`src/rtl/io_pkg.sv`:
```
// -----------------------------------------------------------------------------
// io_pkg
// Shared constants for the board-side IO responder:
//   - sub-address codes for the LED, switch and tube request channels
//   - the active-low seven-segment glyph table for hex digits 0..F
// No ports (package).
// -----------------------------------------------------------------------------
package io_pkg;

  // LED channel sub-addresses
  localparam logic [1:0] LED_LO = 2'd0;
  localparam logic [1:0] LED_HI = 2'd1;

  // Switch channel sub-addresses
  localparam logic [1:0] SW_LO = 2'd0;
  localparam logic [1:0] SW_HI = 2'd1;

  // Tube channel sub-addresses
  localparam logic [1:0] TUBE_LO = 2'd0;
  localparam logic [1:0] TUBE_HI = 2'd1;
  localparam logic [1:0] TUBE_EN = 2'd2;
  localparam logic [1:0] TUBE_DP = 2'd3;

  // Active-low {g,f,e,d,c,b,a} patterns; element [n] is the glyph for hex n.
  // The decimal point is not part of the table and is added by the scanner.
  localparam logic [15:0][6:0] GLYPH_TABLE = {
    7'h0E, 7'h06, 7'h21, 7'h46,   // F E d C
    7'h03, 7'h08, 7'h10, 7'h00,   // b A 9 8
    7'h78, 7'h02, 7'h12, 7'h19,   // 7 6 5 4
    7'h30, 7'h24, 7'h79, 7'h40    // 3 2 1 0
  };

endpackage

```
`src/rtl/io_responder_if.sv`:
```
// -----------------------------------------------------------------------------
// io_responder_if
// CPU-side IO request bundle: LED write, switch read and tube write channels.
//   master : the CPU (drives strobes, addresses and write data; reads switch data)
//   slave  : io_responder (returns oSwitchDataRead)
// Member names match the CPU's IO port names so the top level wires one-to-one.
// -----------------------------------------------------------------------------
interface io_responder_if;
  logic        iDoLedWrite;
  logic [1:0]  iLightAddress;
  logic [15:0] iLightDataToWrite;
  logic        iDoSwitchRead;
  logic [1:0]  iSwirchAddress;
  logic [15:0] oSwitchDataRead;
  logic        iDoTubeWrite;
  logic [1:0]  iTubeAddress;
  logic [15:0] iTubeDataToWrite;

  modport master (
    output iDoLedWrite, iLightAddress, iLightDataToWrite,
    output iDoSwitchRead, iSwirchAddress,
    output iDoTubeWrite, iTubeAddress, iTubeDataToWrite,
    input  oSwitchDataRead
  );

  modport slave (
    input  iDoLedWrite, iLightAddress, iLightDataToWrite,
    input  iDoSwitchRead, iSwirchAddress,
    input  iDoTubeWrite, iTubeAddress, iTubeDataToWrite,
    output oSwitchDataRead
  );
endinterface

```
`src/rtl/hex_to_seven_segment.sv`:
```
// -----------------------------------------------------------------------------
// hex_to_seven_segment
// Combinational hex-digit to active-low seven-segment decoder.
//   iHex     in  4  hex digit 0..F
//   oSegment out 7  {g,f,e,d,c,b,a}, active-low
// -----------------------------------------------------------------------------
module hex_to_seven_segment
  import io_pkg::*;
(
  input  logic [3:0] iHex,
  output logic [6:0] oSegment
);

  assign oSegment = GLYPH_TABLE[iHex];

endmodule

```
`src/rtl/io_responder.sv`:
```
// -----------------------------------------------------------------------------
// io_responder
// Board-side responder for the CPU's LED write, switch read and tube write
// channels. Holds LED and tube state, synchronizes the switches, and scans the
// 8-digit multiplexed seven-segment tube.
//   iCpuClock    in   1   system clock, rising edge
//   iCpuReset    in   1   asynchronous active-low reset
//   ioBus        slave    CPU IO request channels (io_responder_if)
//   iSwitch      in   24  raw board switches, asynchronous
//   oLed         out  24  board LEDs, active-high
//   oTubeSegment out  8   {dp,g,f,e,d,c,b,a}, active-low
//   oTubeSelect  out  8   digit enables, active-low, bit 0 = rightmost digit
// -----------------------------------------------------------------------------
module io_responder
  import io_pkg::*;
#(
  parameter int SCAN_DIV = 50000,
  parameter int SCAN_W   = 16
) (
  input  logic              iCpuClock,
  input  logic              iCpuReset,
  io_responder_if.slave     ioBus,
  input  logic [23:0]       iSwitch,
  output logic [23:0]       oLed,
  output logic [7:0]        oTubeSegment,
  output logic [7:0]        oTubeSelect
);

  localparam logic [SCAN_W-1:0] SCAN_LAST = SCAN_W'(SCAN_DIV - 1);
  localparam logic [SCAN_W-1:0] SCAN_ONE  = SCAN_W'(1);

  logic [23:0]       swMeta_r, swSync_r;
  logic [23:0]       led_r, ledNext_s;
  logic [31:0]       tubeValue_r, tubeValueNext_s;
  logic [7:0]        enMask_r, enMaskNext_s;
  logic [7:0]        dpMask_r, dpMaskNext_s;
  logic [SCAN_W-1:0] prescale_r, prescaleNext_s;
  logic [2:0]        digitIdx_r, digitIdxNext_s;
  logic [7:0]        tubeSelect_r, tubeSelectNext_s;
  logic [7:0]        tubeSegment_r, tubeSegmentNext_s;
  logic [3:0]        nibble_s;
  logic [6:0]        glyph_s;
  logic [15:0]       switchRead_s;

  // State register: all board-side state, plus the registered tube outputs.
  always_ff @(posedge iCpuClock or negedge iCpuReset) begin
    if (!iCpuReset) begin
      swMeta_r      <= 24'h000000;
      swSync_r      <= 24'h000000;
      led_r         <= 24'h000000;
      tubeValue_r   <= 32'h00000000;
      enMask_r      <= 8'hFF;
      dpMask_r      <= 8'h00;
      prescale_r    <= {SCAN_W{1'b0}};
      digitIdx_r    <= 3'd0;
      tubeSelect_r  <= 8'hFE;
      tubeSegment_r <= 8'hC0;
    end else begin
      swMeta_r      <= iSwitch;
      swSync_r      <= swMeta_r;
      led_r         <= ledNext_s;
      tubeValue_r   <= tubeValueNext_s;
      enMask_r      <= enMaskNext_s;
      dpMask_r      <= dpMaskNext_s;
      prescale_r    <= prescaleNext_s;
      digitIdx_r    <= digitIdxNext_s;
      tubeSelect_r  <= tubeSelectNext_s;
      tubeSegment_r <= tubeSegmentNext_s;
    end
  end

  // LED next state: addresses 2/3 leave the LEDs untouched.
  always_comb begin
    ledNext_s = led_r;
    if (ioBus.iDoLedWrite) begin
      case (ioBus.iLightAddress)
        LED_LO:  ledNext_s[15:0]  = ioBus.iLightDataToWrite;
        LED_HI:  ledNext_s[23:16] = ioBus.iLightDataToWrite[7:0];
        default: ledNext_s        = led_r;
      endcase
    end else begin
      ledNext_s = led_r;
    end
  end

  // Tube value and mask next state.
  always_comb begin
    tubeValueNext_s = tubeValue_r;
    enMaskNext_s    = enMask_r;
    dpMaskNext_s    = dpMask_r;
    if (ioBus.iDoTubeWrite) begin
      case (ioBus.iTubeAddress)
        TUBE_LO: tubeValueNext_s[15:0]  = ioBus.iTubeDataToWrite;
        TUBE_HI: tubeValueNext_s[31:16] = ioBus.iTubeDataToWrite;
        TUBE_EN: enMaskNext_s           = ioBus.iTubeDataToWrite[7:0];
        TUBE_DP: dpMaskNext_s           = ioBus.iTubeDataToWrite[7:0];
        default: tubeValueNext_s        = tubeValue_r;
      endcase
    end else begin
      tubeValueNext_s = tubeValue_r;
    end
  end

  // Scan next state: prescaler 0..SCAN_DIV-1, digit index wraps naturally at 8.
  always_comb begin
    if (prescale_r == SCAN_LAST) begin
      prescaleNext_s = {SCAN_W{1'b0}};
      digitIdxNext_s = digitIdx_r + 3'd1;
    end else begin
      prescaleNext_s = prescale_r + SCAN_ONE;
      digitIdxNext_s = digitIdx_r;
    end
  end

  // The tube outputs are built from next-state values so that a write and a
  // digit advance landing on the same edge are both visible straight away.
  assign nibble_s = tubeValueNext_s[{digitIdxNext_s, 2'b00} +: 4];

  hex_to_seven_segment uGlyph (
    .iHex     (nibble_s),
    .oSegment (glyph_s)
  );

  // Tube output decode: disabled digits blank both select and segments.
  always_comb begin
    if (enMaskNext_s[digitIdxNext_s]) begin
      tubeSelectNext_s  = ~(8'h01 << digitIdxNext_s);
      tubeSegmentNext_s = {~dpMaskNext_s[digitIdxNext_s], glyph_s};
    end else begin
      tubeSelectNext_s  = 8'hFF;
      tubeSegmentNext_s = 8'hFF;
    end
  end

  // Switch read data: combinational so the single-cycle CPU sees it the same cycle.
  always_comb begin
    switchRead_s = 16'h0000;
    if (ioBus.iDoSwitchRead) begin
      case (ioBus.iSwirchAddress)
        SW_LO:   switchRead_s = swSync_r[15:0];
        SW_HI:   switchRead_s = {8'h00, swSync_r[23:16]};
        default: switchRead_s = 16'h0000;
      endcase
    end else begin
      switchRead_s = 16'h0000;
    end
  end

  assign ioBus.oSwitchDataRead = switchRead_s;
  assign oLed         = led_r;
  assign oTubeSelect  = tubeSelect_r;
  assign oTubeSegment = tubeSegment_r;

endmodule

```
`src/flat_wrapper.sv`:
```
// flat-port wrapper written by rule: the top's interface ports become plain ports
module io_responder_flat import io_pkg::*;
#(
  parameter int SCAN_DIV = 50000,
  parameter int SCAN_W   = 16
)
  (iCpuClock, iCpuReset, iSwitch, oLed, oTubeSegment, oTubeSelect, ioBus_iDoLedWrite, ioBus_iLightAddress, ioBus_iLightDataToWrite, ioBus_iDoSwitchRead, ioBus_iSwirchAddress, ioBus_iDoTubeWrite, ioBus_iTubeAddress, ioBus_iTubeDataToWrite, ioBus_oSwitchDataRead);
  io_responder_if ioBus_i ();
  input  logic iCpuClock;
  input  logic iCpuReset;
  input  logic [23:0] iSwitch;
  output logic [23:0] oLed;
  output logic [7:0] oTubeSegment;
  output logic [7:0] oTubeSelect;
  input wire logic [$bits(ioBus_i.iDoLedWrite)-1:0] ioBus_iDoLedWrite;
  input wire logic [$bits(ioBus_i.iLightAddress)-1:0] ioBus_iLightAddress;
  input wire logic [$bits(ioBus_i.iLightDataToWrite)-1:0] ioBus_iLightDataToWrite;
  input wire logic [$bits(ioBus_i.iDoSwitchRead)-1:0] ioBus_iDoSwitchRead;
  input wire logic [$bits(ioBus_i.iSwirchAddress)-1:0] ioBus_iSwirchAddress;
  input wire logic [$bits(ioBus_i.iDoTubeWrite)-1:0] ioBus_iDoTubeWrite;
  input wire logic [$bits(ioBus_i.iTubeAddress)-1:0] ioBus_iTubeAddress;
  input wire logic [$bits(ioBus_i.iTubeDataToWrite)-1:0] ioBus_iTubeDataToWrite;
  output wire logic [$bits(ioBus_i.oSwitchDataRead)-1:0] ioBus_oSwitchDataRead;
  assign ioBus_i.iDoLedWrite = ioBus_iDoLedWrite;
  assign ioBus_i.iLightAddress = ioBus_iLightAddress;
  assign ioBus_i.iLightDataToWrite = ioBus_iLightDataToWrite;
  assign ioBus_i.iDoSwitchRead = ioBus_iDoSwitchRead;
  assign ioBus_i.iSwirchAddress = ioBus_iSwirchAddress;
  assign ioBus_i.iDoTubeWrite = ioBus_iDoTubeWrite;
  assign ioBus_i.iTubeAddress = ioBus_iTubeAddress;
  assign ioBus_i.iTubeDataToWrite = ioBus_iTubeDataToWrite;
  assign ioBus_oSwitchDataRead = ioBus_i.oSwitchDataRead;
  io_responder #(.SCAN_DIV(SCAN_DIV), .SCAN_W(SCAN_W)) u_core (.iCpuClock(iCpuClock), .iCpuReset(iCpuReset), .ioBus(ioBus_i), .iSwitch(iSwitch), .oLed(oLed), .oTubeSegment(oTubeSegment), .oTubeSelect(oTubeSelect));
endmodule
```
`config.mk`:
```
export PLATFORM = sky130hd
export DESIGN_NAME = io_responder_flat
export DESIGN_NICKNAME = d
export VERILOG_FILES = /design/src/rtl/io_pkg.sv /design/src/rtl/io_responder_if.sv /design/src/rtl/hex_to_seven_segment.sv /design/src/rtl/io_responder.sv /design/src/flat_wrapper.sv
export SDC_FILE = /design/constraint.sdc
export NUM_CORES = 1
export LEC_CHECK = 0
export CAP_MARGIN = 20
export CORE_UTILIZATION = 40
export CTS_BUF_LIST = sky130_fd_sc_hd__clkbuf_16
export DETAILED_ROUTE_END_ITERATION = 10
export GPL_TIMING_DRIVEN = 0
export SYNTH_ARGS = -nofsm -noshare
export SYNTH_HDL_FRONTEND = slang
export SYNTH_SLANG_ARGS = --single-unit
```
`constraint.sdc`:
```
create_clock -name iCpuClock -period 4.8 [get_ports iCpuClock]
set_clock_uncertainty 0.05 [all_clocks]
set_input_delay 0.96 -clock iCpuClock [delete_from_list [all_inputs] [get_ports iCpuClock]]
set_output_delay 0.96 -clock iCpuClock [all_outputs]
set_load 0.01 [all_outputs]
```
==> flow_summary.json, run 1 <==
{
  "via_per_inst": 4.99,
  "numCtsBuffers": 17,
  "diodes": 0,
  "synthCells": 534,
  "reg2reg_depth": 12,
  "drt-wirelength-per-cell_um": 17.6,
  "synth_top_area_share": 0.517,
  "max_freq_mhz": 223,
  "area_delta_synth_final_pct": 31.5,
  "path_clk_slew_ns": 0.06,
  "syn-num-nets": 609,
  "vias": 4513,
  "dpl.hpwl_um": 11400,
  "required_ns": 5.10,
  "yosysUniqueCellTypes": 62,
  "fin_nets": 751,
  "min_path_type": "reg -> reg",
  "start_util": 0.414,
  "num-fill-cells": 1389,
  "regToRegEndpoint": "u_core.oTubeSegment[3]$_DFF_PN0_",
  "netlist.top_cell.by_area": "dfrtp_1",
  "ioPinCount": 123,
  "critPathKind": "in -> reg",
  "dp_worst_setup_slack_ns": -0.124,
  "fp-row-count": 46,
  "hold_slack_ns": 0.296,
  "status": "finished, final reports clean",
  "final.period_utilization": 0.934,
  "drt-total-wl_um": 15900,
  "io_buffers": 121,
  "final_max_slew_viol_count": 0,
  "post_cts_buffers": 0,
  "grt_pass1_vias": 4693,
  "finalHoldViolCount": 0,
  "drt_iter0_markers": 182,
  "synth-edff-count": 0,
  "cts_root_buffer": "clkbuf_16",
  "r2r-start": "u_core.prescale_r[5]$_DFF_PN0_",
  "synth.area.top_cells": "dfrtp_1 (52%), mux2_2 (8.4%), dfstp_2 (6.7%), nand2_1 (4.7%), mux4_2 (4.4%)",
  "grt_start_max_net_pins": 88,
  "crit_fanout": 10,
  "power_density_nw_per_um2": 389,
  "worstMarginPinSlew_ns": 0.971,
  "p_leak_nw": 3.88,
  "end_kind": "flop",
  "cap_violations": 0,
  "drt_pre_antenna_iters": 4,
  "synth_common_cells": "dfrtp_1 (138), nand2_1 (83), mux2_2 (50), nor2_1 (33), mux2i_1 (27)",
  "peakVddDrop_mv": 0.278,
  "startpoint": "ioBus_iTubeAddress[0]",
  "ys_seq_elements": 155,
  "htreeDepth": 4,
  "hold_path_end": "u_core.swSync_r[8]$_DFF_PN0_",
  "syn-mean-instance-area_um2": 12.5,
  "synth-seq-area-share": 0.584,
  "finalWorstSetupSlack_ns": 0.319,
  "antenna_found_initial": 0,
  "grt_usage": 0.197,
  "ys.warnings.count": 0,
  "drtAntennaViolNets": 0,
  "drive_gt1_frac": 0.185,
  "die_h_um": 131,
  "core_um2": 16100,
  "ys.flop_type": "dfrtp_1",
  "hp-start": "u_core.swMeta_r[8]$_DFF_PN0_",
  "reg2reg_slack_ns": 0.33,
  "drc": 0,
  "synth-async-reset-ratio": 1.00,
  "relSlewSlack": 0.351,
  "fin_crit_ns": 4.48,
  "finalSetupViolCount": 0,
  "clk_latency_ns": 0.42,
  "grt-ovfl-total": 0,
  "cts_hold_buf": 0,
  "tritoncts": "done",
  "rsz0062_at_grt": "no",
  "syn_area_um2": 6680,
  "clock-sinks": 155,
  "min_path_cells": 0,
  "synth_most_common_cell": "dfrtp_1",
  "multi_input_area_um2": 2620,
  "critPathLaunchType": "input port",
  "crit_arrival_ns": 4.78,
  "register_area_um2": 3900,
  "grt_pass1_wl_um": 26000,
  "post-route-util": 0.545,
  "routabilityCongestion": 0.836,
  "clk_path_buf_depth": 2,
  "die_w_um": 131,
  "die_area_um2": 17200
}
[critical path: stages]
cell             delay [ns]
clkdlybuf4s50_1        0.55
or3b_1                 0.13
clkbuf_1               0.45
clkbuf_1               0.53
mux2i_1                0.24
nor3_1                 0.23
a211oi_1               0.07
a31oi_1                0.55
inv_1                  0.21
ha_1                   0.25
mux2_2                 0.26
a221o_1                0.34
[layout make-up]
class                           instances  area share
Inverter                               15     0.00641
Clock inverter                         14      0.0177
Sequential cell                       155       0.444
Tap cell                              216      0.0308
Multi-Input combinational cell        343       0.299
Buffer                                 21      0.0117
Timing Repair Buffer                  123       0.142
Clock buffer                           17      0.0484
[flip-flops by register name, summed over array words and instances (netlist names)]
| signal | count |
|---|---|
| u_core.enMask_r | 8 |
| u_core.dpMask_r | 8 |
| u_core.swSync_r | 24 |
| u_core.oLed | 24 |
| u_core.prescale_r | 16 |
| u_core.tubeValue_r | 32 |
| u_core.digitIdx_r | 3 |
| u_core.oTubeSegment | 8 |
| u_core.swMeta_r | 24 |
| u_core.oTubeSelect | 8 |
[how the worst max path moves through the flow]
stage and to:
6_report u_core.oTubeSegment[6]$_DFF_PN1_, 5_1_grt u_core.oTubeSegment[6]$_DFF_PN1_, 4_1_cts u_core.oTubeSegment[3]$_DFF_PN0_, 3_5_place_dp u_core.oTubeSegment[6]$_DFF_PN1_, 3_3_place_gp u_core.tubeValue_r[21]$_DFF_PN0_, 2_1_floorplan u_core.oTubeSegment[3]$_DFF_PN0_
[layout by cell type, fill, tap and decap left out, types with 3 or more instances in the layout]
| cell type | synthesis | final |
|---|---|---|
| mux2_2 | 50 | 50 |
| clkdlybuf4s50_1 | 0 | 120 |
| clkbuf_16 | 0 | 17 |
| o21ai_1 | 4 | 4 |
| clkinv_1 | 0 | 3 |
| nor3_1 | 5 | 5 |
| and3_1 | 8 | 8 |
| nand3b_1 | 3 | 3 |
| nor2_1 | 33 | 33 |
| mux4_2 | 13 | 13 |
| bufinv_16 | 0 | 3 |
| nand2b_1 | 8 | 8 |
| and2_1 | 10 | 10 |
| a21oi_1 | 3 | 3 |
| xor2_1 | 9 | 9 |
| buf_6 | 3 | 4 |
| ha_1 | 8 | 8 |
| nand3_1 | 15 | 15 |
| xnor2_1 | 5 | 5 |
| mux2i_1 | 27 | 27 |
| or2_2 | 3 | 3 |
| nor2b_1 | 3 | 3 |
| nand2_1 | 83 | 83 |
| dfstp_2 | 17 | 17 |
| clkinvlp_4 | 0 | 3 |
| dfrtp_1 | 138 | 138 |
| o21ai_0 | 3 | 3 |
| inv_1 | 15 | 16 |
| clkbuf_1 | 17 | 17 |
| o211ai_1 | 5 | 5 |
[stage by stage]
stage | power (mW) | setup TNS (ns) | instances | instance area (um^2)
after floorplan | 1.82 | 0 | 534 | 6680
after global placement | 2.10 | -489.52 | 871 | 8160
after detailed placement | 2.12 | -0.197 | 873 | 8190
after CTS | 3.45 | 0 | 904 | 8770
after global routing | 3.57 | 0 | 904 | 8780
final | 3.42 | 0 | 904 | 8780
[layer usage]
layer | part of all wire | track usage
met1 | 0.46 | 0.262
met2 | 0.48 | 0.309
met3 | 0.039 | 0.0432
met4 | 0.028 | 0.0863
met5 | 0 | 0
[kinds of logic (layout without fill, tap and decap cells)]
family,count (synthesis),after routing,share of synthesized area
fa+ha+maj,8,8,0.0150
xor+xnor,14,14,0.0184
compound gates,40,40,0.0484
flops,155,155,0.584
mux,92,92,0.172
buf+inv,36,190,0.0238
simple gates,189,189,0.138
[repair_timing]
item,in CTS,in global routing
endpoints found under the hold margin,0,0
setup endpoints to repair,0,3
gates resized for setup,0,1
[where the power goes]
group,internal [mW],switching (mW),leakage (nW)
clock,0.806,0.519,0.279
combinational,0.314,0.258,1.76
sequential,1.47,0.0543,1.84
total,2.59,0.831,3.88
Note: power is estimated with default switching activity, not from simulation.
==> run 2, diff against run 1 <==
- TNS_END_PERCENT: unset -> 30
==> results of run 2 <==
Final layout, timing and power as in run 1 (identical DEF).
==> run 3, diff against run 2 <==
- SYNTH_HIERARCHICAL: unset -> 1
==> flow_summary.json, run 3 <==
{
  "status": "finished, final reports clean",
  "ys.flop_type": "dfrtp_1",
  "grt_start_max_net_pins": 89,
  "routabilityCongestion": 0.794,
  "met2_length_um": 6820,
  "grt_pass1_vias": 4462,
  "drive_gt1_frac": 0.244,
  "crit_fanout": 10,
  "clockPowerShare": 0.406,
  "p_sw_mw": 0.845,
  "grt-ovfl-total": 0,
  "core_um2": 16700,
  "synth-edff-count": 0,
  "synth_common_cells": "dfrtp_1 (138), mux2_2 (73), mux2i_1 (42), nor2_1 (39), nand3_1 (23)",
  "clk_latency_ns": 0.41,
  "p_int_mw": 2.79,
  "ctsResizeCount": 0,
  "critPathLaunchType": "input port",
  "syn_area_um2": 6880,
  "netlist.top_cell.by_area": "dfrtp_1",
  "reg2reg_depth": 12,
  "path_buf_inv": 5,
  "largest_reg_flops": 32,
  "power_mw": 3.64,
  "wl_met3_um": 650,
  "fin_nets": 723,
  "met1_length_um": 7050,
  "required_ns": 5.08,
  "relSlewSlack": 0.314,
  "dpl.hpwl_um": 10400,
  "worstPathCellList": "clkdlybuf4s50_1 > buf_4 > nand3b_2 > buf_2 > mux2i_1 > inv_1 > a221oi_1 > o21ai_1 > o32a_1 > inv_1 > ha_1 > and2b_2 > or3b_1 > o21ai_0 > o21bai_1",
  "ys.warnings.count": 6,
  "drt_iter0_markers": 184,
  "die_w_um": 133,
  "fp-row-count": 47,
  "grt_pass1_wl_um": 23600,
  "die_area_um2": 17700,
  "dpl-instance-area_um2": 8370,
  "antenna_found_initial": 0,
  "cts_hold_buf": 0,
  "grt_usage": 0.175,
  "min_path_type": "reg -> reg",
  "drt-total-wl_um": 14700,
  "synth-seq-area-share": 0.567,
  "syn-num-nets": 584,
  "ioPinCount": 123,
  "synth_top_area_share": 0.502,
  "synth_most_common_cell": "dfrtp_1",
  "critPathKind": "in -> reg",
  "start_util": 0.412,
  "critical-path-max-stage-delay_ns": 0.56,
  "path_clk_slew_ns": 0.06,
  "final_common_cell": "dfrtp_1",
  "finalHoldViolCount": 0,
  "p_seq_frac": 0.422,
  "crit_arrival_ns": 4.47,
  "drt_pre_antenna_iters": 4,
  "htreeDepth": 4,
  "combPwrFrac": 0.172,
  "area_delta_synth_final_pct": 31.2,
  "cap_violations": 0,
  "clk_path_buf_depth": 2,
  "p_leak_nw": 3.87,
  "fin_crit_ns": 4.19,
  "drtAntennaViolNets": 0,
  "place_inst": 848,
  "startpoint": "ioBus_iTubeAddress[0]",
  "vias": 4429,
  "stdcell_count": 877,
  "slowest_stage": "clkdlybuf4s50_1",
  "top_register": "u_core/tubeValue_r",
  "syn-mean-instance-area_um2": 13.5,
  "post_cts_buffers": 0,
  "fin_setup_tns_ns": 0,
  "peakVddDrop_mv": 0.243,
  "synth-async-reset-ratio": 1.00,
  "most-common-layout-cells": "dfrtp_1 (138), clkdlybuf4s50_1 (118), mux2_2 (73)",
  "synthCells": 508,
  "power_density_nw_per_um2": 403,
  "cp_top_family": "buffers and inverters",
  "cts_root_buffer": "clkbuf_16",
  "clock-sinks": 155,
  "r2r-start": "u_core/prescale_r[4]$_DFF_PN0_",
  "numCtsBuffers": 17,
  "diodes": 0,
  "worstMarginPinSlew_ns": 1.03,
  "ys_seq_elements": 155,
  "top_layer": "met4",
  "regToRegEndpoint": "u_core/oTubeSegment[3]$_DFF_PN0_",
  "finalSetupViolCount": 0,
  "io_buffers": 119,
  "end_kind": "flop",
  "timing.critical_path.to": "u_core/oTubeSegment[0]$_DFF_PN0_",
  "rsz0062_at_grt": "no",
  "drc": 0,
  "path_depth": 15,
  "final_max_slew_viol_count": 0,
  "via_per_inst": 5.05,
  "final_area_um2": 9020,
  "tritoncts": "done",
  "drt-wirelength-per-cell_um": 16.7,
  "yosysUniqueCellTypes": 65,
  "die_h_um": 133,
  "max_freq_mhz": 239,
  "switching_share": 0.232,
  "synth.area.top_cells": "dfrtp_1 (50%), mux2_2 (12%), dfstp_2 (6.5%), mux2i_1 (6.1%), nor2_1 (2.1%)",
  "final.period_utilization": 0.872,
  "crit_top_cell": "inv_1",
  "reg2reg_slack_ns": 0.90
}
==> run 3: power by group through the flow <==
stage | Clock (mW) | Combinational [mW] | Sequential, mW
after floorplan | 0 | 0.321 | 1.57
after global placement | 0 | 0.614 | 1.55
after detailed placement | 0 | 0.631 | 1.56
after CTS | 1.52 | 0.635 | 1.54
after global routing | 1.57 | 0.682 | 1.55
final | 1.48 | 0.628 | 1.53
==> run 3: worst min-delay path by stage <==
stage,cells after the start,slack [ns],end,from
floorplan,0,0.28,u_core/swSync_r[0]$_DFF_PN0_,u_core/swMeta_r[0]$_DFF_PN0_
global placement,0,0.28,u_core/swSync_r[7]$_DFF_PN0_,u_core/swMeta_r[7]$_DFF_PN0_
detailed placement,0,0.28,u_core/swSync_r[16]$_DFF_PN0_,u_core/swMeta_r[16]$_DFF_PN0_
CTS,0,0.30,u_core/swSync_r[2]$_DFF_PN0_,u_core/swMeta_r[2]$_DFF_PN0_
global route,0,0.30,u_core/swSync_r[5]$_DFF_PN0_,u_core/swMeta_r[5]$_DFF_PN0_
finish,0,0.29,u_core/swSync_r[2]$_DFF_PN0_,u_core/swMeta_r[2]$_DFF_PN0_
==> run 3: metrics by stage <==
stage                     hold slack [ns]   util  setup slack [ns]
after CTS                           0.296  0.540             0.657
after global routing                0.299  0.540             0.420
after global placement              0.282  0.500             -3.33
after floorplan                     0.281      -              1.05
final                               0.293  0.540             0.613
after detailed placement            0.285  0.501             0.238
==> run 3: worst register-to-register path, delay by kind of cell (launching register included) <==
family | cells | cell delay (ns)
AND/OR/NAND/NOR | 3 | 1.15
adder cells (fa/ha/maj) | 1 | 0.31
flip-flops | 1 | 0.46
buffers and inverters | 3 | 0.50
multiplexers | 1 | 0.46
AO/OA/AOI/OAI | 4 | 0.84
==> run 3: area by class of cell <==
| type | instances | area (um^2) |
|---|---|---|
| sequential | 155 | 3900 |
| multi-input combinational | 312 | 2710 |
| clock buffer | 17 | 425 |
| clock inverter | 12 | 223 |
| inverter | 19 | 78.8 |
| buffer | 22 | 189 |
| fill | 1405 | 7680 |
| tap | 220 | 275 |
| timing repair buffer | 120 | 1220 |
==> run 3: cells by family (layout without fill, tap and decap cells) <==
| kind of cell | count (synthesis) | count (layout) | synth area share |
|---|---|---|---|
| buffers and inverters | 41 | 190 | 0.0389 |
| adders and majority gates | 9 | 9 | 0.0164 |
| AOI/OAI and AO/OA | 49 | 49 | 0.0562 |
| DFF | 155 | 155 | 0.567 |
| muxes | 120 | 120 | 0.198 |
| xor gates and xnor gates | 16 | 16 | 0.0258 |
| and+or+nand+nor | 118 | 118 | 0.0982 |
==> run 3: layer usage <==
metal | track usage | vias up
met5 | 0 | -
met4 | 0.0549 | 0
met3 | 0.0445 | 11
met2 | 0.272 | 111
met1 | 0.239 | 2216
li1 | - | 2091
==> variant, RTL diff (flow settings as in run 3) <==
`SCAN_W` is set to 16 in 2 places; all go to 14.
--- a/src/rtl/io_responder.sv
+++ b/src/rtl/io_responder.sv
@@ -15,7 +15,7 @@
   import io_pkg::*;
 #(
   parameter int SCAN_DIV = 50000,
-  parameter int SCAN_W   = 16
+  parameter int SCAN_W   = 14
 ) (
   input  logic              iCpuClock,
   input  logic              iCpuReset,
--- a/src/flat_wrapper.sv
+++ b/src/flat_wrapper.sv
@@ -2,7 +2,7 @@
 module io_responder_flat import io_pkg::*;
 #(
   parameter int SCAN_DIV = 50000,
-  parameter int SCAN_W   = 16
+  parameter int SCAN_W   = 14
 )
   (iCpuClock, iCpuReset, iSwitch, oLed, oTubeSegment, oTubeSelect, ioBus_iDoLedWrite, ioBus_iLightAddress, ioBus_iLightDataToWrite, ioBus_iDoSwitchRead, ioBus_iSwirchAddress, ioBus_iDoTubeWrite, ioBus_iTubeAddress, ioBus_iTubeDataToWrite, ioBus_oSwitchDataRead);
   io_responder_if ioBus_i ();
Formal check against the unedited RTL: no difference found for any inputs over 10 cycles, from zero or initial values and one cycle with iCpuReset low; that may be too few to reach the edited logic, so the function may still have changed.
==> variant against run 3 <==
  * Routed wire length fell by 2.0%
  * Register-to-register slack got worse by 0.21 ns
  * Synthesized area fell by 5.1%
  * Utilization rose by 0.15 points
  * Setup slack got worse by 0.18 ns
  * Sequential share of layout area rose by 1.5 points
  * Sequential cell count fell by 2
  * Power fell by 7.1%
  * Design area fell by 4.6%
  * Critical path type unchanged
  * Cell count fell by 4.1%
==> variant: results (changes against run 3) <==
Status
  – Status: complete, no violations

Synthesis
  – Synth cell count leaders: 136 x dfrtp_1, 60 x mux2_2, 35 x nor2_1
  – Distinct cells, synth: 60 (-7.7%)
  – Post-synthesis sequential area ratio: 0.589 (+0.0225)
  – Average size of a mapped cell: 13.8 um2 (+2.2%)

GRT
  – First-pass GRT wire length: 23100 um (-2.4%)
  – Grt met3 use: 0.0562 (+0.0117)
  – Via count of the first global-routing pass: 4420 (-0.94%)
  – Largest net degree at the start of global routing: 99 (+11%)

Setup path
  – Reg2Reg Launch Point: u_core/prescale_r[0]
  – Crit path launch: ioBus_iDoTubeWrite
  – Worst path arrival time: 4.61 ns (+0.14 ns)
  – Reg2reg setup slack: 0.69 ns (-0.21 ns)

Power and ir drop
  – NetSw: 0.823 mW (-2.6%)
  – Max IR drop VDD: 245 uV (+1.1%)
  – P_leak: 3.74 nW (-3.5%)

Finish
  – Inverter count: 25 (+6)
  – Seq/total area: 0.447 (+0.0151)
  – Share of cells above drive strength 1: 0.229 (-0.0147)
  – Layout non-clock buf frac: 0.159 (+0.00262)
  – NumNets Final: 689 (-4.7%)
  – Final Non-Filler Cells: 841 (-4.1%)

Floorplanning
  – Die area: 0.0168 mm2 (-5.0%)

Detailed routing
  – Metal3 WL: 822 um (+26%)
  – Final WL: 14400 um (-2.0%)
  – Via count: 4169 (-5.9%)
  – Initial drt markers: 205 (+11%)

Placement
  – DP HPWL: 10400 um (-0.45%)
  – Dpl ws: -0.601 ns (-0.839 ns)

CTS
  – Clock Sinks: 153 (-1.3%)

Min path
  – Hold Path End: u_core/swSync_r[12]

STA
  – Worst-Margin Slew: 0.856 ns (-0.171 ns)
## variant: cell types whose count changed in the layout (fill, tap and decap cells not counted), moves of 7 or more
cell / before / now
mux4_2: 3 / 11
xor2_1: 11 / 3
mux2_2: 73 / 60
nand4_1: 9 / 1
nand3_1: 23 / 14
xnor2_1: 3 / 10
mux2i_1: 42 / 33
## variant: worst register-to-register path: cells and delay by family, from the launching register on
family / cells / cell delay, ns
buffers and inverters: 3 / 0.43
adder cells (fa/ha/maj): 2 / 0.53
AND/OR/NAND/NOR: 2 / 0.57
flip-flops: 1 / 0.37
multiplexers: 1 / 0.49
AO/OA/AOI/OAI: 4 / 1.57
## variant: cells by family after synthesis
logic type | Yosys count | share of synthesized area
flops | 153 | 0.589
mux | 106 | 0.199
xor+xnor | 14 | 0.0216
simple gates | 105 | 0.0877
compound gates | 42 | 0.0510
fa+ha+maj | 9 | 0.0172
buf+inv | 43 | 0.0335
## variant: what timing repair did
item / CTS / global route
setup buffers: 0 / 0
resized for setup: 1 / 0
setup endpoints to repair: 2 / 1
